### config.mk
export PLATFORM = sky130hd
export DESIGN_NAME = icon_generator
export DESIGN_NICKNAME = d
export VERILOG_FILES = /design/src/rtl/icon_generator.sv
export SDC_FILE = /design/constraint.sdc
export NUM_CORES = 1
export LEC_CHECK = 0
export CORE_MARGIN = 5
export CORE_UTILIZATION = 35
export DETAILED_ROUTE_END_ITERATION = 10
export GPL_TIMING_DRIVEN = 1
export PLACE_DENSITY = 0.61
export SYNTH_ARGS = -nofsm -noshare
export SYNTH_HDL_FRONTEND = slang
export SYNTH_SLANG_ARGS = --single-unit
### constraint.sdc
create_clock -name clk_i -period 2.5 [get_ports clk_i]
set_clock_uncertainty 0.15 [all_clocks]
set_input_delay 0.5 -clock clk_i [delete_from_list [all_inputs] [get_ports clk_i]]
set_output_delay 0.5 -clock clk_i [all_outputs]
set_load 0.03 [all_outputs]
### src/rtl/icon_generator.sv
// Bot sprite pixel generator: 3-stage pipeline (window test, rotation, ROM read) plus EXTRA_DLY delay stages.
// Optional macro ICON_BLINK_EN adds a frame counter that blanks the icon while counter[BLINK_BIT] is set.
module icon_generator #(
    parameter int unsigned ICON_SIZE   = 16,
    parameter int unsigned SCALE_SHIFT = 2,
    parameter int unsigned EXTRA_DLY   = 0,
    // Sprite image, entry a (row-major) in bits [2a+1:2a]; normally generated from icon.mem
    parameter logic [2*ICON_SIZE*ICON_SIZE-1:0] ICON_IMAGE = {(ICON_SIZE*ICON_SIZE/4){8'hE4}}
`ifdef ICON_BLINK_EN
    , parameter int unsigned BLINK_BIT = 5
`endif
) (
    input  logic       clk_i,
    input  logic       rst_ni,
    input  logic [9:0] pixel_row_i,
    input  logic [9:0] pixel_column_i,
    input  logic       video_on_i,
    input  logic       frame_start_i,
    input  logic [7:0] loc_x_i,
    input  logic [7:0] loc_y_i,
    input  logic [1:0] orient_i,
    output logic [1:0] icon_px_o,
    output logic       video_on_dly_o
);

    localparam int unsigned AW = $clog2(ICON_SIZE);
    localparam int unsigned CW = 11;
    localparam logic [AW-1:0] S_MAX = AW'(ICON_SIZE - 1);

    logic [7:0]    sh_x_q, sh_y_q;
    logic [1:0]    sh_ori_q;

    logic [CW-1:0] x0_c, y0_c, u_c, v_c;
    logic [AW-1:0] s1_u_d, s1_v_d, s1_u_q, s1_v_q;
    logic          s1_hit_d, s1_hit_q, s1_von_q;
    logic [1:0]    s1_ori_q;

    logic [AW-1:0] rx_c, ry_c;
    logic [2*AW-1:0] s2_addr_d, s2_addr_q;
    logic          s2_hit_q, s2_von_q;

    logic          draw_c;
    logic [1:0]    px_d;
    logic [1:0]    px_pipe_q  [EXTRA_DLY+1];
    logic          von_pipe_q [EXTRA_DLY+1];

    // Stage 1: window test against the shadowed, scaled location; no wrap-around
    always_comb begin
        x0_c     = CW'(sh_x_q) << SCALE_SHIFT;
        y0_c     = CW'(sh_y_q) << SCALE_SHIFT;
        u_c      = CW'(pixel_column_i) - x0_c;
        v_c      = CW'(pixel_row_i) - y0_c;
        s1_hit_d = (CW'(pixel_column_i) >= x0_c) && (CW'(pixel_row_i) >= y0_c)
                   && (u_c < CW'(ICON_SIZE)) && (v_c < CW'(ICON_SIZE));
        s1_u_d   = u_c[AW-1:0];
        s1_v_d   = v_c[AW-1:0];
    end

    // Stage 2: rotate sprite coordinates by heading
    always_comb begin
        rx_c = s1_u_q;
        ry_c = s1_v_q;
        case (s1_ori_q)
            2'd1: begin rx_c = s1_v_q;         ry_c = S_MAX - s1_u_q; end
            2'd2: begin rx_c = S_MAX - s1_u_q; ry_c = S_MAX - s1_v_q; end
            2'd3: begin rx_c = S_MAX - s1_v_q; ry_c = s1_u_q;         end
            default: ;
        endcase
        s2_addr_d = {ry_c, rx_c};
    end

`ifdef ICON_BLINK_EN
    logic [5:0] frame_cnt_q;
    logic       s1_blank_q, s2_blank_q;

    // Blink state travels with the pixel so a frame boundary never splits a pixel's decision
    always_ff @(posedge clk_i) begin
        if (!rst_ni) begin
            frame_cnt_q <= '0;
            s1_blank_q  <= 1'b0;
            s2_blank_q  <= 1'b0;
        end else begin
            if (frame_start_i) frame_cnt_q <= frame_cnt_q + 6'd1;
            s1_blank_q <= frame_cnt_q[BLINK_BIT];
            s2_blank_q <= s1_blank_q;
        end
    end

    assign draw_c = s2_hit_q && s2_von_q && !s2_blank_q;
`else
    assign draw_c = s2_hit_q && s2_von_q;
`endif

    // Stage 3: ROM lookup, transparent outside the window or blanking
    assign px_d = draw_c ? ICON_IMAGE[{s2_addr_q, 1'b0} +: 2] : 2'b00;

    always_ff @(posedge clk_i) begin
        if (!rst_ni) begin
            sh_x_q    <= '0;
            sh_y_q    <= '0;
            sh_ori_q  <= '0;
            s1_u_q    <= '0;
            s1_v_q    <= '0;
            s1_hit_q  <= 1'b0;
            s1_von_q  <= 1'b0;
            s1_ori_q  <= '0;
            s2_addr_q <= '0;
            s2_hit_q  <= 1'b0;
            s2_von_q  <= 1'b0;
            for (int unsigned i = 0; i <= EXTRA_DLY; i++) begin
                px_pipe_q[i]  <= 2'b00;
                von_pipe_q[i] <= 1'b0;
            end
        end else begin
            if (frame_start_i) begin
                sh_x_q   <= loc_x_i;
                sh_y_q   <= loc_y_i;
                sh_ori_q <= orient_i;
            end
            s1_u_q        <= s1_u_d;
            s1_v_q        <= s1_v_d;
            s1_hit_q      <= s1_hit_d;
            s1_von_q      <= video_on_i;
            s1_ori_q      <= sh_ori_q;
            s2_addr_q     <= s2_addr_d;
            s2_hit_q      <= s1_hit_q;
            s2_von_q      <= s1_von_q;
            px_pipe_q[0]  <= px_d;
            von_pipe_q[0] <= s2_von_q;
            for (int unsigned i = 1; i <= EXTRA_DLY; i++) begin
                px_pipe_q[i]  <= px_pipe_q[i-1];
                von_pipe_q[i] <= von_pipe_q[i-1];
            end
        end
    end

    assign icon_px_o      = px_pipe_q[EXTRA_DLY];
    assign video_on_dly_o = von_pipe_q[EXTRA_DLY];

endmodule
-- After elaboration in Yosys (flattened, before gate mapping)
Memory sizes are Yosys's and may differ from the RTL's.
Index checks and enable logic that the tools add are counted.
- RAM bits: 3
- memories kept: 2
- input bits: 42
- bits in registers: 40
- logic and storage cells: 40
- equal/unequal tests: 3
- mux-type cells: 9
- shift-type cells: 1
- magnitude comparators: 4
- reduce and logical (&&, ||, !) cells: 6
- add/subtract/negate cells: 4
- memories (memory ; depth ; bits a word ; read ports ; clocked after Yosys merged registers in ; write ports ; RTL line ; RTL):
    px_pipe_q ; 1 ; 2 ; 1 ; 0 ; 1 ; 44 ; logic [1:0] px_pipe_q [EXTRA_DLY+1];
    von_pipe_q ; 1 ; 1 ; 1 ; 0 ; 1 ; 45 ; logic von_pipe_q [EXTRA_DLY+1];
- operators by type and width (operator ; count):
    $shiftx 512x10->2 const A ; 1
    $pmux 4 s3 ; 2
    $lt 11x5->1 const B ; 2
    $sub 10x10->11 ; 2
    $ge 10x10->1 ; 2
    $sub 4x4->4 const A ; 2
    $mux 1 ; 5
    $eq 2x2->1 const B ; 2
    $logic_and 1x1->1 ; 4
    $mux 2 ; 2
    $eq 2x1->1 const B ; 1
    $reduce_or 2->1 ; 1
    $reduce_or 1->1 ; 1

-- Depth between registers and ports, before layout
Gate-level depths: netlist of run 1.
- depth in word-level cells: 4
- mapped depth: 8
- mapped depth without buffers: 8

-- Least setup slack after synthesis of run 1
No wires, ideal clock.
- kind: input -> register
- from: in pixel_row_i[3]
- to: reg s1_hit_q
- stages: 7
- data arrival time: 2.220 ns
- setup slack: 0.043 ns
- library setup time: 0.088 ns
- required time: 2.262 ns
- path through: ha_1 > nor2b_4 > or3_1 > a2111o_1 > nor4_2 > nand4_1 > nor4_2
- cells in the longest elaborated chain, start to end: 4
- elaborated cells between the ends (all ways): 6
- classes of those cells: add/sub (1); order compare (2); reduce/logical (3)
- RTL lines (element ; RTL line ; RTL):
    start, declared ; 15 ; input logic [9:0] pixel_row_i,
    parallel branches: the longest is 3 deep, another holds $sub 10x10->11 ; -- ;
    $logic_and 1x1->1 (*) ; 54 ; && (u_c < CW'(ICON_SIZE)) && (v_c < CW'(ICON_SIZE));
    end signal, assigned ; 122 ; s1_hit_q <= s1_hit_d;
    end, declared ; 35 ; logic s1_hit_d, s1_hit_q, s1_von_q;
Mark *: on every way between the ends.
A chain may end at the register's enable or synchronous reset.

-- Worst setup path after layout of run 1
- from: in pixel_column_i[8]
- to: reg s1_hit_q
- cells in the longest elaborated chain, start to end: 4
- elaborated cells between the ends (all ways): 6
- classes of those cells: add/sub (1); order compare (2); reduce/logical (3)
- RTL lines (element ; RTL line ; RTL):
    start, declared ; 16 ; input logic [9:0] pixel_column_i,
    $sub 10x10->11 / $ge 10x10->1 (equally long branches) ; 51, 53 ;
    $lt 11x5->1 / $logic_and 1x1->1 (equally long branches) ; 54, 53 ;
    $logic_and 1x1->1 (*) (2 in a row) ; 54 ;
Every way passes the cells marked *; elsewhere a longest branch is shown, timed or not.

==> results.json, run 1 <==
{
  "drc": 0,
  "pre_cts_ws_ps": -518.8,
  "initial_core_util": 0.3563,
  "grt_use_met3": 0.03509,
  "hold_depth": 1,
  "clockBufferDepth": 2,
  "ys_warn_count": 0,
  "met1_usage": 0.1548,
  "antenna_found_initial": 0,
  "die_y_um": 81.87,
  "cpPeakStageDelay_ps": 420,
  "p_per_area_mw_per_mm2": 485.6,
  "first_pass_iters": 4,
  "worstMarginPinSlew_ps": 363.2,
  "finalPower_mw": 1.332,
  "ys_ff_latch": 33,
  "fmax_mhz": 415.2,
  "syn_avg_cell_area_um2": 9.516,
  "cts.htree.levels": 2,
  "io_pins": 45,
  "rows": 26,
  "yosys.area.top_type": "dfxtp_1",
  "ant_nets": 0,
  "fin_crit_sh": 0.9634,
  "cts-buffers-inserted": 5,
  "grt_pass1_wl_mm": 6.237,
  "timing_hold_violations_final": 0,
  "post_drt_via_cell_ratio": 4.661,
  "met2_usage": 0.2011,
  "status": "finished, final reports clean",
  "syn-cell-area_mm2": 0.001808,
  "post_dp_cell_area_mm2": 0.002505,
  "core_mm2": 0.005075,
  "track_usage": 0.1250,
  "crit_top_cell": "nor4_2",
  "nNetsFinal": 320,
  "cap_violations": 0,
  "cp_max_fo": 4,
  "slew_viol_final": 0,
  "hold_slack_ps": 288.8,
  "startpoint": "pixel_column_i[8]",
  "diodes": 0,
  "worst-path-buf-inv": 1,
  "die_w_um": 81.87,
  "fin_ws_ps": 91.62,
  "path_class": "input pin to flop",
  "crit_family": "simple AND/OR/NAND/NOR gates",
  "worst_setup_path_end_kind": "flop",
  "drive_gt1_frac": 0.2091,
  "synth_top_area_frac": 0.3654,
  "numClockSinks": 33,
  "hold_end": "s2_von_q",
  "slowest_stage": "clkdlybuf4s50_1",
  "wirelength_mm": 4.055,
  "async_flop_share": 0,
  "cts_tree": "done",
  "crit_chain": "clkdlybuf4s50_1, ha_1, nor2b_1, a221o_1, nor4_2, nand4_1, nor4_2",
  "start_kind": "input pin",
  "arrival_ps": 2440,
  "synth-edff-count": 0,
  "min_period_ps": 2408,
  "cts_hold_buf": 0,
  "r2r_slack_ps": 100,
  "dp_hpwl_mm": 2.954,
  "hp-start": "s1_von_q",
  "hold_class": "flop to flop",
  "port_buffers": 44,
  "layout.cells.non_filler": 333,
  "ff2ff_path_depth": 8,
  "busiest_layer": "met2",
  "grt_max_degree": 31,
  "gp_congestion": 0.7531,
  "relSlewSlack": 0.7516,
  "p_leak_nw": 1.187,
  "drtIter0Drc": 57,
  "vias": 1552,
  "clkSlewWorstSetupHoldPaths_ps": 70,
  "setup_viol": 0,
  "dieArea_mm2": 0.006703,
  "required_ps": 2540,
  "rr_endpoint": "s1_hit_q",
  "syn_inst": 190,
  "grt-ovfl-total": 0,
  "ir_worst_vdd_v": 0.0002791,
  "synth_flop_cell": "dfxtp_1",
  "r2r_start": "sh_y_q[1]",
  "seq_area_frac_synth": 0.3654,
  "synth_nets": 248,
  "insertion_delay_ps": 280,
  "synth_cell_types": 36,
  "final_area_mm2": 0.002744,
  "areaGrowthSynthToFinish_pct": 51.76,
  "grt_pass1_vias": 1400,
  "synth_area_leaders": "dfxtp_1 37%, mux2i_1 12%, ha_1 11%",
  "cts_root_buffer": "clkbuf_8",
  "routedWlPerCell_um": 12.18,
  "dp.cells": 324
}
## state kept, by name, indices dropped and copies added (netlist names)
register / flops
s1_ori_q: 2
s2_von_q: 1
s2_addr_q: 2
s1_von_q: 1
sh_y_q: 8
s1_v_q: 2
s1_hit_q: 1
von_pipe_q: 1
s1_u_q: 2
s2_hit_q: 1
px_pipe_q: 2
sh_x_q: 8
sh_ori_q: 2
## cell type report
cell class / instances / area [um^2]
sequential: 33 / 661.9
clock buffer: 6 / 72.57
timing repair buffer: 70 / 648.1
clock inverter: 2 / 10.01
multi-input combinational: 133 / 1192
tap: 70 / 87.58
inverter: 19 / 71.32
fill: 503 / 2331
## metrics by stage
step                setup TNS [ps]    util
global placement            -431.2  0.4936
CTS                              0  0.5153
floorplan                        0       -
detailed placement          -518.8  0.4936
finish                           0  0.5407
global route                -5.190  0.5407
## routing by layer
metal  part of all wire  vias to the layer above
met5                  0                        -
li1                   -                      811
met4              0.018                        0
met3              0.052                        9
met2               0.45                       40
met1               0.48                      692
## worst register-to-register path: stages (launching register included)
cell and delay (ps):
dfxtp_2 320, inv_1 80, ha_4 200, nor2b_4 120, or3_4 330, a2111o_1 420
nor4_2 250, nand4_1 130, nor4_2 310
## Yosys cell counts (all sizes together) (2+ instances only)
master and count:
a21oi 7, nor2 6, o21ai 7, o31a 2, a21o 3, nor2b 24, and3 2, inv 19
nor4 2, o211ai 3, dfxtp 33, ha 16, a311oi 2, and2 12, or3 3, nand2 2
mux2i 22, xnor2 3, clkbuf 4, o21a 3, a2111o 2
## where the power goes
group / leakage, nW / switching (mW) / internal, mW
Combinational: 0.870 / 0.153 / 0.225
Sequential: 0.272 / 0.0108 / 0.552
Clock: 0.0450 / 0.199 / 0.193
Total: 1.19 / 0.363 / 0.970
## layout by cell type, fill, tap and decap left out, types with 7 or more instances in the layout
cell type / n
and2_1: 12
nor2b_1: 21
ha_4: 8
dlymetal6s2s_1: 7
buf_4: 25
mux2i_1: 22
clkdlybuf4s50_1: 33
inv_1: 19
dfxtp_1: 32
## logic make-up (layout without fill, tap and decap cells)
| family | Yosys count | count (layout) | share of synthesized area |
|---|---|---|---|
| adders and majority gates | 16 | 16 | 0.1107 |
| muxes | 23 | 23 | 0.1280 |
| DFF | 33 | 33 | 0.3654 |
| AOI/OAI and AO/OA | 35 | 35 | 0.1377 |
| and+or+nand+nor | 56 | 56 | 0.1938 |
| xor gates and xnor gates | 3 | 3 | 0.01454 |
| buffers and inverters | 24 | 97 | 0.04982 |
## worst max path at each step
stage / end / cells past startpoint
2_1_floorplan: s1_hit_q / 7
3_3_place_gp: s1_hit_q / 8
3_5_place_dp: s1_hit_q / 8
4_1_cts: s1_hit_q / 10
5_1_grt: s1_hit_q / 8
6_report: s1_hit_q / 7
## repair_timing
item                                    in CTS  in global routing
buffers inserted                             0                  1
endpoints found under the hold margin        0                  0
pin swaps                                   11                 11
gates resized for setup                     10                 24
endpoints found under the setup margin       1                  1
No activity file was read; power rests on OpenSTA's default activity.
==> run 2: changes to the inputs <==
Settings changed: CTS_CLUSTER_SIZE set to 40.
==> results of run 2 <==
No change in the layout: final DEF, timing and power equal those of run 1.
==> run 3: changes to the inputs <==
Settings changed: CORE_MARGIN 5 to 1.5, GPL_TIMING_DRIVEN 1 to unset, PLACE_DENSITY 0.61 to unset.
==> run 3 against run 2 <==
Against the previous run:
- non-clock buffer count is 3 higher
- total power up 16%
- sequential power is essentially flat
- highest routed layer unchanged
- clock power rose by 53%
- routed wire length down 5.6%
- worst setup slack improved by 30 ps
- sequential share of layout area is 0.54 points lower
- worst hold slack got worse by 1.2 ps
- cell count stayed put
- final area increased by 2.1%
==> results.json, run 3 (synthesis gave the netlist of run 1 again) <==
{
  "status": "finished, final reports clean",
  "rr_endpoint": "s1_hit_q",
  "worst-path-buf-inv": 2,
  "path_class": "input pin to flop",
  "required_ps": 2550,
  "hold_class": "flop to flop",
  "ff2ff_path_depth": 8,
  "p_per_area_mw_per_mm2": 553.0,
  "wirelength_mm": 3.828,
  "hold_depth": 1,
  "die_y_um": 74.87,
  "timing_hold_violations_final": 0,
  "grt-ovfl-total": 0,
  "numClockSinks": 33,
  "gp_congestion": 0.8035,
  "ant_nets": 0,
  "r2r_start": "sh_x_q[1]",
  "rows": 25,
  "crit_family": "simple AND/OR/NAND/NOR gates",
  "cp_max_fo": 4,
  "start_kind": "input pin",
  "dp_hpwl_mm": 2.818,
  "hp-start": "s1_von_q",
  "fmax_mhz": 420.5,
  "areaGrowthSynthToFinish_pct": 54.95,
  "vias": 1514,
  "cpPeakStageDelay_ps": 400,
  "setup_viol": 0,
  "min_period_ps": 2378,
  "die_w_um": 74.87,
  "cts_root_buffer": "clkbuf_8",
  "relSlewSlack": 0.7708,
  "worstMarginPinSlew_ps": 340.2,
  "drtIter0Drc": 34,
  "routedWlPerCell_um": 11.50,
  "clockBufferDepth": 2,
  "antenna_found_initial": 0,
  "arrival_ps": 2430,
  "slew_viol_final": 0,
  "crit_chain": "clkdlybuf4s50_1, ha_1, buf_4, o221ai_1, a2111o_1, nor4_2, nand4_1, nor4_2",
  "initial_core_util": 0.3729,
  "cts-buffers-inserted": 5,
  "dieArea_mm2": 0.005606,
  "cap_violations": 0,
  "grt_pass1_wl_mm": 6.044,
  "first_pass_iters": 4,
  "drive_gt1_frac": 0.2143,
  "post_drt_via_cell_ratio": 4.547,
  "nNetsFinal": 323,
  "io_pins": 45,
  "grt_pass1_vias": 1388,
  "ir_worst_vdd_v": 0.0003420,
  "reg_top3": "sh_x_q x8, sh_y_q x8",
  "p_leak_nw": 1.212,
  "hold_end": "s2_von_q",
  "clkSlewWorstSetupHoldPaths_ps": 70,
  "drc": 0,
  "core_mm2": 0.004848,
  "track_usage": 0.1483,
  "port_buffers": 44,
  "fin_crit_sh": 0.9514,
  "cts.htree.levels": 2,
  "diodes": 0,
  "final_cell_mix": "37 x clkdlybuf4s50_1, 33 x dfxtp_1, 28 x buf_4",
  "finalPower_mw": 1.549,
  "slowest_stage": "clkdlybuf4s50_1",
  "grt_max_degree": 31,
  "r2r_slack_ps": 200,
  "worst_setup_path_end_kind": "flop",
  "insertion_delay_ps": 290,
  "fillers": 462,
  "rsz0062_at_grt": "no",
  "cts_tree": "done",
  "crit_top_cell": "nor4_2",
  "tns_ps": 0,
  "layout_commonest_cell": "clkdlybuf4s50_1"
}
==> run 3: routing by layer <==
layer,GRT usage,wire [um]
met2,0.2321,1746
met4,0.06061,57
met5,0,0
met3,0.04819,193
met1,0.1887,1830
==> run 3: per-stage QoR <==
step                utilization  cells  setup WS [ps]  cell area, um^2  hold slack, ps
global placement         0.5190    323         -445.0             2516           269.3
floorplan                     -    190          42.62             1808           261.9
global route             0.5778    333          16.08             2801           323.6
finish                   0.5778    333          121.6             2801           287.6
detailed placement       0.5190    323         -485.8             2516           274.0
CTS                      0.5494    331          12.94             2664           294.1
==> run 3: how the worst max path moves through the flow <==
stage                      start       end  slack [ps]  cells past startpoint
2_1_floorplan     pixel_row_i[3]  s1_hit_q          40                      7
3_3_place_gp      pixel_row_i[3]  s1_hit_q        -440                      8
3_5_place_dp      pixel_row_i[3]  s1_hit_q        -490                      8
4_1_cts        pixel_column_i[3]  s1_hit_q          10                      8
5_1_grt           pixel_row_i[9]  s1_hit_q          20                      8
6_report          pixel_row_i[9]  s1_hit_q         120                      8
==> run 3: power by group <==
part,switching [mW],internal (mW)
Sequential,0.0107,0.552
Clock,0.205,0.396
Combinational,0.154,0.232
Total,0.369,1.18
==> run 3: worst register-to-register path: stages (launching register included) <==
cell      delay, ps
dfxtp_1         330
inv_1            40
ha_1            280
nor2b_4         130
a2111o_1        390
a221o_1         340
nor4_2          210
nand4_1         120
nor4_2          220
==> run 3: area by class of cell <==
type                            count  area (um^2)  area share
Multi-Input combinational cell    133         1176      0.4198
Tap cell                           67        83.83     0.02992
Inverter                           19        71.32     0.02546
Clock inverter                      3        65.06     0.02322
Timing Repair Buffer               73        675.6      0.2412
Clock buffer                        5        68.82     0.02456
Sequential cell                    33        660.6      0.2358
==> run 3: what timing repair did <==
item                                   in CTS  in global routing
gates resized for setup                     3                 26
hold buffers                                0                  0
endpoints found under the hold margin       0                  0
setup endpoints to repair                   1                  1
cloned                                      0                  0
setup buffers                               0                  2
pin swaps                                   7                 11
